## src/rtl/bcd_pkg.sv

```systemverilog
// Shared definitions for the BCD to Excess-3 sequencing controller.
//   state_e     : controller FSM states
//   BCD_MAX     : largest legal BCD digit value
//   EXC3_OFFSET : Excess-3 bias added to each legal digit
//   ERR_DIGIT   : field value written in place of an illegal digit
package bcd_pkg;

  typedef enum logic [1:0] {
    IDLE = 2'd0,
    CONV = 2'd1,
    DONE = 2'd2
  } state_e;

  localparam logic [3:0] BCD_MAX     = 4'd9;
  localparam logic [3:0] EXC3_OFFSET = 4'd3;
  localparam logic [3:0] ERR_DIGIT   = 4'b0000;

endpackage

```

## src/rtl/bcd_exc3_digit.sv

```systemverilog
// Combinational single-digit BCD to Excess-3 converter.
//   bcd     : input BCD digit
//   exc     : Excess-3 code, or ERR_DIGIT when the input is not legal BCD
//   invalid : high when the input digit is greater than BCD_MAX
module bcd_exc3_digit
  import bcd_pkg::*;
(
  input  logic [3:0] bcd,
  output logic [3:0] exc,
  output logic       invalid
);

  always_comb begin
    invalid = (bcd > BCD_MAX);
    exc     = invalid ? ERR_DIGIT : (bcd + EXC3_OFFSET);
  end

endmodule

```

## src/rtl/bcd_exc3_seq_ctrl.sv

```systemverilog
// Sequencing controller: converts a packed NDIGITS-digit BCD word to Excess-3
// through one shared digit converter, least-significant digit first, one
// digit per clock.
//   clk, rst_n               : clock, synchronous active-low reset
//   in_valid/in_ready/in_bcd : input word handshake
//   out_valid/out_ready      : output result handshake
//   out_exc                  : packed Excess-3 result
//   out_err_mask / out_err   : per-digit illegal-BCD flags and their OR
//   busy                     : high whenever the controller is not idle
module bcd_exc3_seq_ctrl
  import bcd_pkg::*;
#(
  parameter  int unsigned NDIGITS = 4,
  localparam int unsigned DW      = 4 * NDIGITS
) (
  input  logic               clk,
  input  logic               rst_n,
  input  logic               in_valid,
  output logic               in_ready,
  input  logic [DW-1:0]      in_bcd,
  output logic               out_valid,
  input  logic               out_ready,
  output logic [DW-1:0]      out_exc,
  output logic               out_err,
  output logic [NDIGITS-1:0] out_err_mask,
  output logic               busy
);

  localparam int unsigned       IW       = (NDIGITS > 1) ? $clog2(NDIGITS) : 1;
  localparam logic [IW-1:0]     IDX_LAST = IW'(NDIGITS - 1);

  state_e               state_q, state_d;
  logic [IW-1:0]        idx_q, idx_d;
  logic [DW-1:0]        word_q, word_d;
  logic [DW-1:0]        exc_q, exc_d;
  logic [NDIGITS-1:0]   mask_q, mask_d;

  logic [3:0]           dig_bcd;
  logic [3:0]           dig_exc;
  logic                 dig_inv;

  // The single shared converter always sees the digit selected by idx_q.
  assign dig_bcd = word_q[{idx_q, 2'b00} +: 4];

  bcd_exc3_digit u_digit (
    .bcd     (dig_bcd),
    .exc     (dig_exc),
    .invalid (dig_inv)
  );

  always_comb begin
    state_d = state_q;
    idx_d   = idx_q;
    word_d  = word_q;
    exc_d   = exc_q;
    mask_d  = mask_q;
    case (state_q)
      IDLE: begin
        if (in_valid) begin
          word_d  = in_bcd;
          exc_d   = '0;
          mask_d  = '0;
          idx_d   = '0;
          state_d = CONV;
        end
      end
      CONV: begin
        exc_d[{idx_q, 2'b00} +: 4] = dig_exc;
        mask_d[idx_q]              = dig_inv;
        if (idx_q == IDX_LAST) begin
          state_d = DONE;
        end else begin
          idx_d = idx_q + 1'b1;
        end
      end
      DONE: begin
        if (out_ready) begin
          state_d = IDLE;
        end
      end
      default: state_d = IDLE;
    endcase
  end

  always_ff @(posedge clk) begin
    if (!rst_n) begin
      state_q <= IDLE;
      idx_q   <= '0;
      word_q  <= '0;
      exc_q   <= '0;
      mask_q  <= '0;
    end else begin
      state_q <= state_d;
      idx_q   <= idx_d;
      word_q  <= word_d;
      exc_q   <= exc_d;
      mask_q  <= mask_d;
    end
  end

  // Handshake flags are pure decodes of the state register.
  assign in_ready     = (state_q == IDLE);
  assign out_valid    = (state_q == DONE);
  assign busy         = (state_q != IDLE);
  assign out_exc      = exc_q;
  assign out_err_mask = mask_q;
  assign out_err      = |mask_q;

endmodule

```

## config.mk

```make
export PLATFORM = sky130hd
export DESIGN_NAME = bcd_exc3_seq_ctrl
export DESIGN_NICKNAME = d
export VERILOG_FILES = /design/src/rtl/bcd_pkg.sv /design/src/rtl/bcd_exc3_digit.sv /design/src/rtl/bcd_exc3_seq_ctrl.sv
export SDC_FILE = /design/constraint.sdc
export NUM_CORES = 1
export LEC_CHECK = 0
export CELL_PAD_IN_SITES_DETAIL_PLACEMENT = 0
export CELL_PAD_IN_SITES_GLOBAL_PLACEMENT = 2
export CORE_MARGIN = 2
export CORE_UTILIZATION = 27
export CTS_BUF_LIST = sky130_fd_sc_hd__clkbuf_4 sky130_fd_sc_hd__clkbuf_8
export DETAILED_ROUTE_END_ITERATION = 8
export PLACE_DENSITY = 0.86
export SYNTH_ARGS = -nofsm -noshare
export SYNTH_HDL_FRONTEND = slang
export SYNTH_SLANG_ARGS = --single-unit
```

## constraint.sdc

```tcl
create_clock -name clk -period 2.3 [get_ports clk]
set_clock_uncertainty 0.2 [all_clocks]
set_input_delay 0.69 -clock clk [delete_from_list [all_inputs] [get_ports clk]]
set_output_delay 0.69 -clock clk [all_outputs]
set_load 0.005 [all_outputs]
```

# Word level (Yosys, flattened, before mapping)
# Cells that the tools add are included.
[word_totals]
register_bits = 40
output_inout_bits = 24
word_cells = 46
[classes]
add_sub_neg = 3
n_lt_le_gt_ge = 3
eq_ne = 7
n_shift = 3
n_mux = 16
n_reduce_logical = 9
[op_table]
columns = ["cell", "count"]
rows = [
  ["16-bit case mux with 2 select lines", 1],
  ["16-bit bitwise mux", 1],
  ["16-bit two-way mux", 1],
  ["4-bit by 6-bit variable shift with 16-bit output (first input constant)", 1],
  ["16-bit by 5-bit variable part select with 4-bit output", 1],
  ["4-bit by 6-bit variable part select with 16-bit output", 1],
  ["2-bit two-way mux", 5],
  ["4-bit two-way mux", 2],
  ["4-bit case mux with 2 select lines", 1],
  ["2-bit inequality test (second input constant)", 3],
  ["4-bit negator with 6-bit output", 1],
  ["2-bit case mux with 3 select lines", 1],
  ["3-bit AND reduction", 2],
  ["4-bit by 2-bit adder with 4-bit output (second input constant)", 1],
  ["4-bit bitwise mux", 1],
  ["2-bit equality test (second input constant)", 2],
  ["4-bit > comparator (second input constant)", 1],
  ["2-bit case mux with 2 select lines", 1],
  ["2-bit AND reduction", 2],
  ["2-bit nonzero test", 2],
  ["4-bit OR reduction", 1],
  ["2-bit by 3-bit less-than comparator with 1-bit output (second input constant)", 1],
  ["2-bit by 1-bit adder with 2-bit output (second input constant)", 1],
  ["1-bit demux with 2-bit select", 1],
  ["other kinds (6)", 6],
]

# Depth between registers and ports, before layout
# Gate-level depths: netlist of the first run.
[logic_depth]
word_depth = 6
depth_mapped = 10
ltp_nobuf = 8

# By module
# A second synthesis of the first run with hierarchy kept.
[unflattened]
hier_cells = 213
hier_area_um2 = 1868.0
[modules_own_cells]
columns = ["module", "instances", "cells_each", "area_each_um2", "seq_area_each_um2"]
rows = [
  ["bcd_exc3_seq_ctrl", 1, 200, 1764.2, 800.8],
  ["bcd_exc3_digit", 1, 13, 103.8, 0.0],
]

# Worst setup path after synthesis of the first run
# No wires, ideal clock.
[synth_path]
path_type = "flip-flop to flip-flop"
startpoint = "register idx_q[0]"
endpoint = "register exc_q[15] (netlist: out_exc[15])"
setup_time_ps = 70
arrival_ps = 2130
path_slack_ps = -101
stages_incl_launch_ff = 10
cell_sequence = "dfxtp_1 buf_4 mux4_2 inv_1 ha_1 nor2_1 o21ai_0 buf_4 o211ai_1 a21oi_1"
[synth_between]
elab_chain_len = 6
word_cells_on_any_way = 9
cone_classes = "add/sub: 2; order compare: 1; shift: 3; mux: 3"
[synth_rtl]
columns = ["element", "line", "rtl"]
rows = [
  ["start: declaration", "bcd_exc3_seq_ctrl.sv:33", "logic [IW-1:0] idx_q, idx_d;"],
  ["start signal: assignment", "bcd_exc3_seq_ctrl.sv:94", "idx_q <= idx_d;"],
  ["16-bit by 5-bit variable part select with 4-bit output", "bcd_exc3_seq_ctrl.sv:43", "assign dig_bcd = word_q[{idx_q, 2'b00} +: 4];"],
  ["4-bit by 2-bit adder with 4-bit output / 4-bit > comparator (equally long branches)", "bcd_exc3_digit.sv:15, bcd_exc3_digit.sv:14", ""],
  ["4-bit two-way mux", "bcd_exc3_digit.sv:15", "exc = invalid ? ERR_DIGIT : (bcd + EXC3_OFFSET);"],
  ["4-bit by 6-bit variable part select with 16-bit output", "bcd_exc3_seq_ctrl.sv:68", "exc_d[{idx_q, 2'b00} +: 4] = dig_exc;"],
  ["16-bit bitwise mux *", "bcd_exc3_seq_ctrl.sv:68", ""],
  ["16-bit case mux with 2 select lines *", "bcd_exc3_seq_ctrl.sv:57", "case (state_q)"],
  ["end signal: assignment", "bcd_exc3_seq_ctrl.sv:90", "exc_q <= '0;"],
  ["end signal: assignment", "bcd_exc3_seq_ctrl.sv:96", "exc_q <= exc_d;"],
  ["end: declaration", "bcd_exc3_seq_ctrl.sv:35", "logic [DW-1:0] exc_q, exc_d;"],
]
# Every way passes the cells marked *; elsewhere a longest branch is shown, timed or not.
# A chain may end at the register's enable or synchronous reset.

# Worst setup path after layout of the first run
[layout_path]
startpoint = "register mask_q[1] (netlist: out_err_mask[1])"
endpoint = "output port out_err"
[layout_between]
elab_chain_len = 1
[layout_rtl]
columns = ["element", "line", "rtl"]
rows = [
  ["start: declaration", "bcd_exc3_seq_ctrl.sv:36", "logic [NDIGITS-1:0] mask_q, mask_d;"],
  ["start signal: assignment", "bcd_exc3_seq_ctrl.sv:97", "mask_q <= mask_d;"],
  ["4-bit OR reduction", "bcd_exc3_seq_ctrl.sv:107", "assign out_err = |mask_q;"],
  ["end: declaration", "bcd_exc3_seq_ctrl.sv:24", "output logic out_err,"],
]
# No other way between the ends.

==> results of run 1 <==
-- tightest hold or removal path: stages (launching register included) --
cell and delay [ps]:
sky130_fd_sc_hd__dfxtp_1 310, sky130_fd_sc_hd__nand2_1 50, sky130_fd_sc_hd__a21oi_1 50
-- layer usage --
layer  GRT usage [%]  share of wire (%)  vias to the layer above
li1                -                  -                      874
met1           17.03                 44                      801
met2           21.19                 48                       39
met3           2.952                5.1                        9
met4           5.256                2.3                        0
met5               0                  0                        -
-- power by group through the flow --
stage | logic (mW) | clock network, mW | registers [mW]
final | 0.263 | 0.498 | 0.733
after global routing | 0.291 | 0.539 | 0.736
after CTS | 0.260 | 0.516 | 0.734
after detailed placement | 0.259 | 0 | 0.750
after global placement | 0.260 | 0 | 0.750
after floorplan | 0.146 | 0 | 0.745
-- flip-flops by register name, summed over array words and instances, names as in the netlist --
name          cells
idx_q             2
out_err_mask      4
out_exc          16
state_q           2
word_q           16
-- cell usage in the layout (no fill, tap or decap), types with 3 or more instances in the layout --
master	Yosys	final
sky130_fd_sc_hd__a21oi_1	19	19
sky130_fd_sc_hd__clkbuf_8	0	6
sky130_fd_sc_hd__a21o_1	4	4
sky130_fd_sc_hd__inv_1	10	9
sky130_fd_sc_hd__mux4_2	3	3
sky130_fd_sc_hd__ha_1	6	5
sky130_fd_sc_hd__a22oi_1	4	4
sky130_fd_sc_hd__nor2_1	22	20
sky130_fd_sc_hd__dfxtp_1	40	38
sky130_fd_sc_hd__clkdlybuf4s50_1	0	42
sky130_fd_sc_hd__nand3_1	5	5
sky130_fd_sc_hd__a32oi_1	12	12
sky130_fd_sc_hd__o211ai_1	3	3
sky130_fd_sc_hd__buf_4	2	20
sky130_fd_sc_hd__o21ai_0	5	5
sky130_fd_sc_hd__nand2_1	45	45
-- cell usage after synthesis, types with 2 or more instances --
cell type                  count  share of area, %
sky130_fd_sc_hd__nand2_1      45               9.2
sky130_fd_sc_hd__dfxtp_1      40                44
sky130_fd_sc_hd__nor2_1       22               4.5
sky130_fd_sc_hd__a21oi_1      19               5.2
sky130_fd_sc_hd__a32oi_1      12               5.7
sky130_fd_sc_hd__inv_1        10               2.0
sky130_fd_sc_hd__clkbuf_1      8               1.6
sky130_fd_sc_hd__ha_1          6               4.1
sky130_fd_sc_hd__nand3_1       5               1.4
sky130_fd_sc_hd__o21ai_0       5               1.4
sky130_fd_sc_hd__a21o_1        4               1.6
sky130_fd_sc_hd__a22oi_1       4               1.6
sky130_fd_sc_hd__mux4_2        3               3.7
sky130_fd_sc_hd__nor2b_1       3               1.0
sky130_fd_sc_hd__o211ai_1      3               1.2
sky130_fd_sc_hd__buf_4         2              0.82
sky130_fd_sc_hd__mux2i_1       2               1.1
sky130_fd_sc_hd__nand2b_1      2              0.68
sky130_fd_sc_hd__o21a_1        2              0.82
-- per-stage QoR --
step | util [%] | worst slack (ps) | hold WS [ps]
floorplan | - | 4.443 | 233.1
global placement | 37.28 | 60.61 | 240.8
detailed placement | 37.28 | 77.52 | 249.3
CTS | 38.80 | 22.90 | 259.7
global route | 39.16 | 1.732 | 273.3
finish | 39.16 | 59.51 | 256.9
-- logic make-up after synthesis --
kind of cell             count (synthesis)
AO/OA/AOI/OAI                           56
adder cells (fa/ha/maj)                  6
buffers and inverters                   23
flip-flops                              40
multiplexers                             6
AND/OR/NAND/NOR                         84
-- repair_timing --
action | 4_1_cts | 5_1_grt
buffers inserted | 0 | 1
gates resized for setup | 4 | 5
setup endpoints to repair | 2 | 17
hold buffers | 0 | 0
-- final timing paths --
| check | start | end | slack (ps) | depth (start not counted) |
|---|---|---|---|---|
| worst max-delay path | out_err_mask[1] | out_err | 60 | 2 |
| worst min-delay path | word_q[14] | word_q[14] | 260 | 2 |
| worst max register to register | idx_q[0] | out_exc[6] | 130 | 7 |
| worst min register to register | word_q[14] | word_q[14] | 260 | 2 |
-- layout make-up --
class                      count  area share, %
sequential                    40          30.80
multi-input combinational    152          36.63
tap                           80          3.826
clock buffer                   8          3.730
timing repair buffer          65          23.43
inverter                      11          1.578
==> results by stage, run 1 <==
Logic synthesis:
- The count of state elements after synthesis is 40.
- Measured against the total synthesized area, the mux share comes to 5.370%.
- The post-synthesis compound-gate area fraction is 21.96%.
- The area share of fa/ha/maj cells after synthesis is 4.079%.
- The mean instance size in the synthesized netlist is 8.561 µm².
- After technology mapping, the gate count stands at 215.
- The main combinational cell family by area after synthesis is compound AO/OA/AOI/OAI gates.
- The part of the Yosys area used for sequential elements is 43.51%.
- The area of the mapped netlist is 1841 µm².
- During synthesis, Yosys emitted a total of 0 warnings.
- The flip-flop cell with the highest count after synthesis is sky130_fd_sc_hd__dfxtp_1.
- Summing the areas of all xor and xnor instances in the mapped netlist gives 0% of the synthesized area.
- The number of flops mapped to enable cells by yosys is 0.
- The number of different library cells used by synthesis comes to 37.
- Counting every net in the synthesized netlist gives 241.
- For this run, asynchronously set or reset flops after synthesis account for 0%.
- The area share of and/or/nand/nor cells after synthesis is 19.92%.

Timing:
- The max-slew violation count is 0.
- The number of endpoints failing setup at the final stage is 0.
- For the pin with the worst max-slew slack, the measured transition is 384.0 ps.
- Setup repair after global routing left no endpoint under its margin.
- Measured against its own limit, the worst slew margin works out to 74.40%.
- The final hold violation count is 0.
- The final cycle utilization of the critical path is 97.41%.
- The sum of negative setup slack is 0 ps.
- The highest clock frequency the design can meet is 0.4463 GHz.
- The final period demand of the worst path is 2240 ps.

Clocking:
- The number of buffers created by CTS is 5.
- The number of sinks handled by clock tree synthesis is 40.
- The TritonCTS clock tree is yes.
- The post-CTS clock slew at the launch and capture registers of the worst setup and hold paths is 70 ps.
- The clock passes through at most 2 buffers.
- The clock insertion delay at the later pin of the skew report is 290 ps.
- CTS built an H-tree with a depth of 2.
- The root buffer cell is sky130_fd_sc_hd__clkbuf_8.

Setup path:
- The worst path required time is 1410 ps.
- Together, buffers and inverters on the worst path number 1.
- The kind of start point of the critical path is a register.
- At the worst endpoint, the arrival time is 1350 ps.
- The delay of the slowest cell on the worst path is 510 ps.
- Walking the worst path, the cells encountered are or4_1 -> clkdlybuf4s15_1.
- The slowest stage of the critical path is the sky130_fd_sc_hd__or4_1 cell.
- The worst setup path is of the reg -> out kind.
- Of all nets on the critical path, the largest fanout is 3.
- The worst setup path is captured at an output pin.
- The top cell family by delay on the critical path is simple AND/OR/NAND/NOR gates.

Die:
- The die outline area is 7494 µm².
- The number of top-level design ports is 44.
- The initial core utilization is 27.55%.
- The die is 86.57 µm wide.
- The floorplan step defined a core boundary enclosing 6681 µm².
- The initialized floorplan defines 30 standard-cell rows.
- The height of the die is 86.57 µm.

Global routing:
- The first global-routing pass estimated 7707 µm of wire.
- In the global route stage, overall resource usage came out at 13.13%.
- The number of antenna violations at the first check in global routing is 0.
- The number of global-route vias before repair is 1576.
- The remaining global-route overflow is 0.
- Entering global routing, the biggest net connects 37 pins.

Final layout:
- In the final layout, the share of cells above drive strength 1 is 16.67%.
- Excluding fillers, the count of instances in the completed layout stands at 356.
- The sequential cells in the finished layout cover a total of 805.8 µm².
- The filler cells instantiated in the layout total 709.
- The antenna diode count is 0.
- After the last flow step, the layout net total stands at 301.
- With fillers left out, the area of the finished cells amounts to 2616 µm².
- The area added between synthesis and finish is 42.15%.
- The footprint of the multi-input gates is 958.4 µm².

Place:
- After detailed placement, the total cell area comes to 2491 µm².
- Routability-driven placement finished with a final weighted congestion of 0.7759.
- The instance count after placement with tap cells included is 347.
- The count of buffers added on input and output ports is 43.
- The detailed-placement wirelength estimate is 3528 µm.

Power:
- Net switching is 25.39% of the power.
- For this design the static power due to leakage is 0.9924 nW.
- The areal power density over the cells is 570.8 nW/µm².
- Sequential cells burn 49.1% of the power.
- The analysis attributes to net switching a power of 379.2 µW.
- Combinational logic is responsible for 17.6% of the overall power.
- The worst-case vdd ir drop is 270.5 µV.
- The post-route total power is 1.493 mW.
- The cell-internal power is 1.114 mW.
- The fraction of power consumed by the clock network is 33.3%.

Routing:
- The detailed router's first-iteration violation count is 60.
- The count of unresolved DRC violations after routing is 0.
- For this run, the detailed router's first-pass iteration total came to 4.
- After detailed routing, the total wire length is 4706 µm.
- The per-cell routed wire length is 13.22 µm.
- The detailed router placed 1723 vias in this run.
- Dividing the detail-routed via count by the number of cells gives 4.840.
- The number of nets still failing antenna checks after routing is 0.

Run status:
- The run finished with clean final reports.

Job:
- The count of max-cap constraint violations is 0.

Hold path:
- The worst hold path belongs to the class reg -> reg.
No activity file was read; power rests on OpenSTA's default activity.
==> run 2: changes to the inputs <==
- CORE_MARGIN: 2 -> not set
==> results by stage, run 2 (same netlist as run 1, synthesis figures left out) <==
Setup path:
- The logic depth of the worst register-to-register path came to 7 (unchanged).
- The kind of capture point of the worst setup path is an output pin (unchanged).
- The end of the worst register-to-register path is out_exc[11] (was out_exc[6]).
- The minimum setup slack among reg-to-reg paths is 60 ps (was 130 ps).
- The delay of the slowest cell on the worst path is 520 ps (was 510 ps).
- The worst flop-to-flop path startpoint was idx_q[0] (unchanged).
- The critical path data arrival time is 1360 ps (was 1350 ps).
- The classification of the worst setup path is reg -> out (unchanged).
- The slowest cell on the critical path is sky130_fd_sc_hd__or4_1 (unchanged).
- Cell Chain, Critical Path: or4_1 -> clkdlybuf4s15_1 (unchanged).
- The worst path required time came to 1410 ps (about the same).
- The kind of start point of the critical path is a register (unchanged).
- The largest fanout on the critical path is 3 (unchanged).

Timing:
- The final period demand of the worst path is 2254 ps (was 2240 ps).
- The number of endpoints failing setup at the final stage was 0 (unchanged).
- The final cycle utilization of the critical path is 97.99% (was 97.41%).
- The max-slew violation count is 0 (unchanged).
- The relative slew slack is 73.90% (was 74.40%).
- The final hold violation count is 0 (unchanged).
- Unrepaired setup endpoints after global routing: yes (was no).
- The transition time at the pin with the least slew margin is 391.5 ps (was 384.0 ps).
- The highest clock frequency the design can meet came to 0.4437 GHz (was 0.4463 GHz).

Clocking:
- The number of H-tree levels came to 2 (unchanged).
- The clock insertion delay at the later pin of the skew report came to 290 ps (about the same).
- The TritonCTS clock tree is yes (unchanged).
- The number of buffers created by CTS is 5 (unchanged).
- The number of sinks handled by clock tree synthesis is 40 (unchanged).
- The hold buffer count at cts is 0 (unchanged).
- The post-CTS clock slew at the launch and capture registers of the worst setup and hold paths was 80 ps (was 70 ps).
- The root buffer cell was sky130_fd_sc_hd__clkbuf_8 (unchanged).
- The maximum buffer depth of the clock tree is 2 (unchanged).

Final layout:
- Highest-count cells in the layout ignoring fill and taps: sky130_fd_sc_hd__nand2_1 (45), sky130_fd_sc_hd__clkdlybuf4s50_1 (42), sky130_fd_sc_hd__dfxtp_1 (38), sky130_fd_sc_hd__buf_4 (25) (was sky130_fd_sc_hd__nand2_1 (45), sky130_fd_sc_hd__clkdlybuf4s50_1 (42), sky130_fd_sc_hd__dfxtp_1 (38), sky130_fd_sc_hd__nor2_1 (20), sky130_fd_sc_hd__buf_4 (20)).
- The utilization after layout was 41.51% (was 39.16%).
- The area added between synthesis and finish is 45.68% (was 42.15%).
- The share of layout cells above drive strength 1 came to 19.29% (was 16.67%).
- The antenna diode count came to 0 (unchanged).
- The final-stage net count is 305 (was 301).
- The most common cell after layout, fill and taps aside is sky130_fd_sc_hd__nand2_1 (unchanged).
- The number of standard cells in the final layout excluding fillers is 357 (was 356).

Power:
- The cell-internal power was 1.236 mW (was 1.114 mW).
- The fraction of power spent switching nets is 24.65% (was 25.39%).
- The fraction of power consumed by the clock network is 38.4% (was 33.3%).
- The leakage power is 1.009 nW (was 0.9924 nW).
- The sequential share of power is 44.6% (was 49.1%).
- The post-route total power came to 1.641 mW (was 1.493 mW).
- The worst-case vdd ir drop is 254.7 µV (was 270.5 µV).
- The areal power density over the cells is 612.0 nW/µm² (was 570.8 nW/µm²).
- The combinational share of power is 17.0% (was 17.6%).
- The net switching power is 404.4 µW (was 379.2 µW).

Hold path:
- The worst min-delay path class is reg -> reg (unchanged).
- The instance count along the most critical hold path is 2 (unchanged).
- The worst-case hold path end point is word_q[12] (was word_q[14]).
- The startpoint of the tightest hold check path is word_q[12] (was word_q[14]).

Place:
- The instance count after placement with tap cells included was 346 (was 347).
- The routability-driven placement congestion ratio is 0.8398 (was 0.7759).
- The detailed-placement wirelength estimate is 3561 µm (was 3528 µm).
- The number of port buffers came to 43 (unchanged).

Global routing:
- The number of antenna violations at the first check in global routing is 0 (unchanged).
- The overall routing resource usage came to 14.65% (was 13.13%).
- The first-pass GRT wire length is 8286 µm (was 7707 µm).
- The number of global-route vias before repair is 1693 (was 1576).
- The pin count of the biggest net entering global routing is 37 (unchanged).
- The remaining global-route overflow was 0 (unchanged).

Die:
- The horizontal die dimension is 84.57 µm (was 86.57 µm).
- The die outline area is 7151 µm² (was 7494 µm²).
- The height of the die is 84.57 µm (was 86.57 µm).
- The count of standard-cell rows is 29 (was 30).
- The number of top-level design ports is 44 (unchanged).
- The placeable core region came to 6459 µm² (was 6681 µm²).
- The initial core utilization is 28.50% (was 27.55%).

Run status:
- Outcome: finished with violations (was finished clean).
- The checks that failed: design-rule violations.

Routing:
- The per-cell routed wire length is 13.76 µm (was 13.22 µm).
- The number of nets still failing antenna checks after routing is 0 (unchanged).
- The detailed-router iteration count before antenna repair is 6 (was 4).
- The total via count after detailed routing came to 1709 (was 1723).
- The detailed router's first-iteration violation count is 98 (was 60).
- The sum of routed wire length over all layers came to 4913 µm (was 4706 µm).
- The count of unresolved DRC violations after routing is 4 (was 0).
- The average via count per standard cell is 4.787 (was 4.840).

Job:
- The count of max-cap constraint violations is 0 (unchanged).
run 2: worst max path at each step:
stage	end	slack [ps]	cells after the start	startpoint
detailed placement	out_exc[3]	30	5	in_valid
global placement	out_exc[3]	10	5	in_valid
global route	out_exc[6]	-40	7	idx_q[0]
CTS	out_valid	30	2	state_q[1]
finish	out_err	50	2	out_err_mask[1]
floorplan	out_exc[11]	4	7	idx_q[1]
run 2: metrics by stage:
stage                     hold WS [ps]  setup WS [ps]  TNS [ps]  area [µm²]
after global routing             279.6         -36.00    -68.45        2681
final                            255.3          46.16         0        2681
after detailed placement         246.7          25.15         0        2502
after CTS                        257.3          25.69         0        2633
after floorplan                  233.1          4.443         0        1848
after global placement           243.5          14.53         0        2502
run 2: area by class of cell:
type	instances	area (µm²)
repair buffers	69	638.1
clock buffers	7	96.34
inverters	11	41.29
flip-flops and latches	40	805.8
fillers	656	3777
well taps	77	96.34
clock inverters	1	30.03
multi-input cells	152	973.4
run 2: timing repair:
action | CTS | global route
gates resized for setup | 4 | 9
pin swaps | 0 | 2
setup buffers | 0 | 3
endpoints found under the setup margin | 2 | 20
run 2: metal layers:
layer | track usage [%] | wire length [µm] | part of all wire (%) | vias to the layer above
met1 | 18.67 | 2285 | 47 | 784
met5 | 0 | 0 | 0 | -
met2 | 23.50 | 2321 | 47 | 34
met4 | 6.163 | 107 | 2.2 | 0
met3 | 3.835 | 198 | 4.0 | 10
li1 | - | - | - | 881
run 2: power groups by stage:
stage / Sequential, mW / Clock [mW] / Combinational, mW
floorplan: 0.745 / 0 / 0.146
global placement: 0.749 / 0 / 0.266
detailed placement: 0.749 / 0 / 0.267
CTS: 0.733 / 0.642 / 0.268
global route: 0.735 / 0.680 / 0.308
finish: 0.732 / 0.630 / 0.279
run 2: worst max-delay path, delay by kind of cell, from the launching register on:
family / cells / cell delay (ps)
buf+inv: 1 / 220
simple gates: 1 / 520
flops: 1 / 330
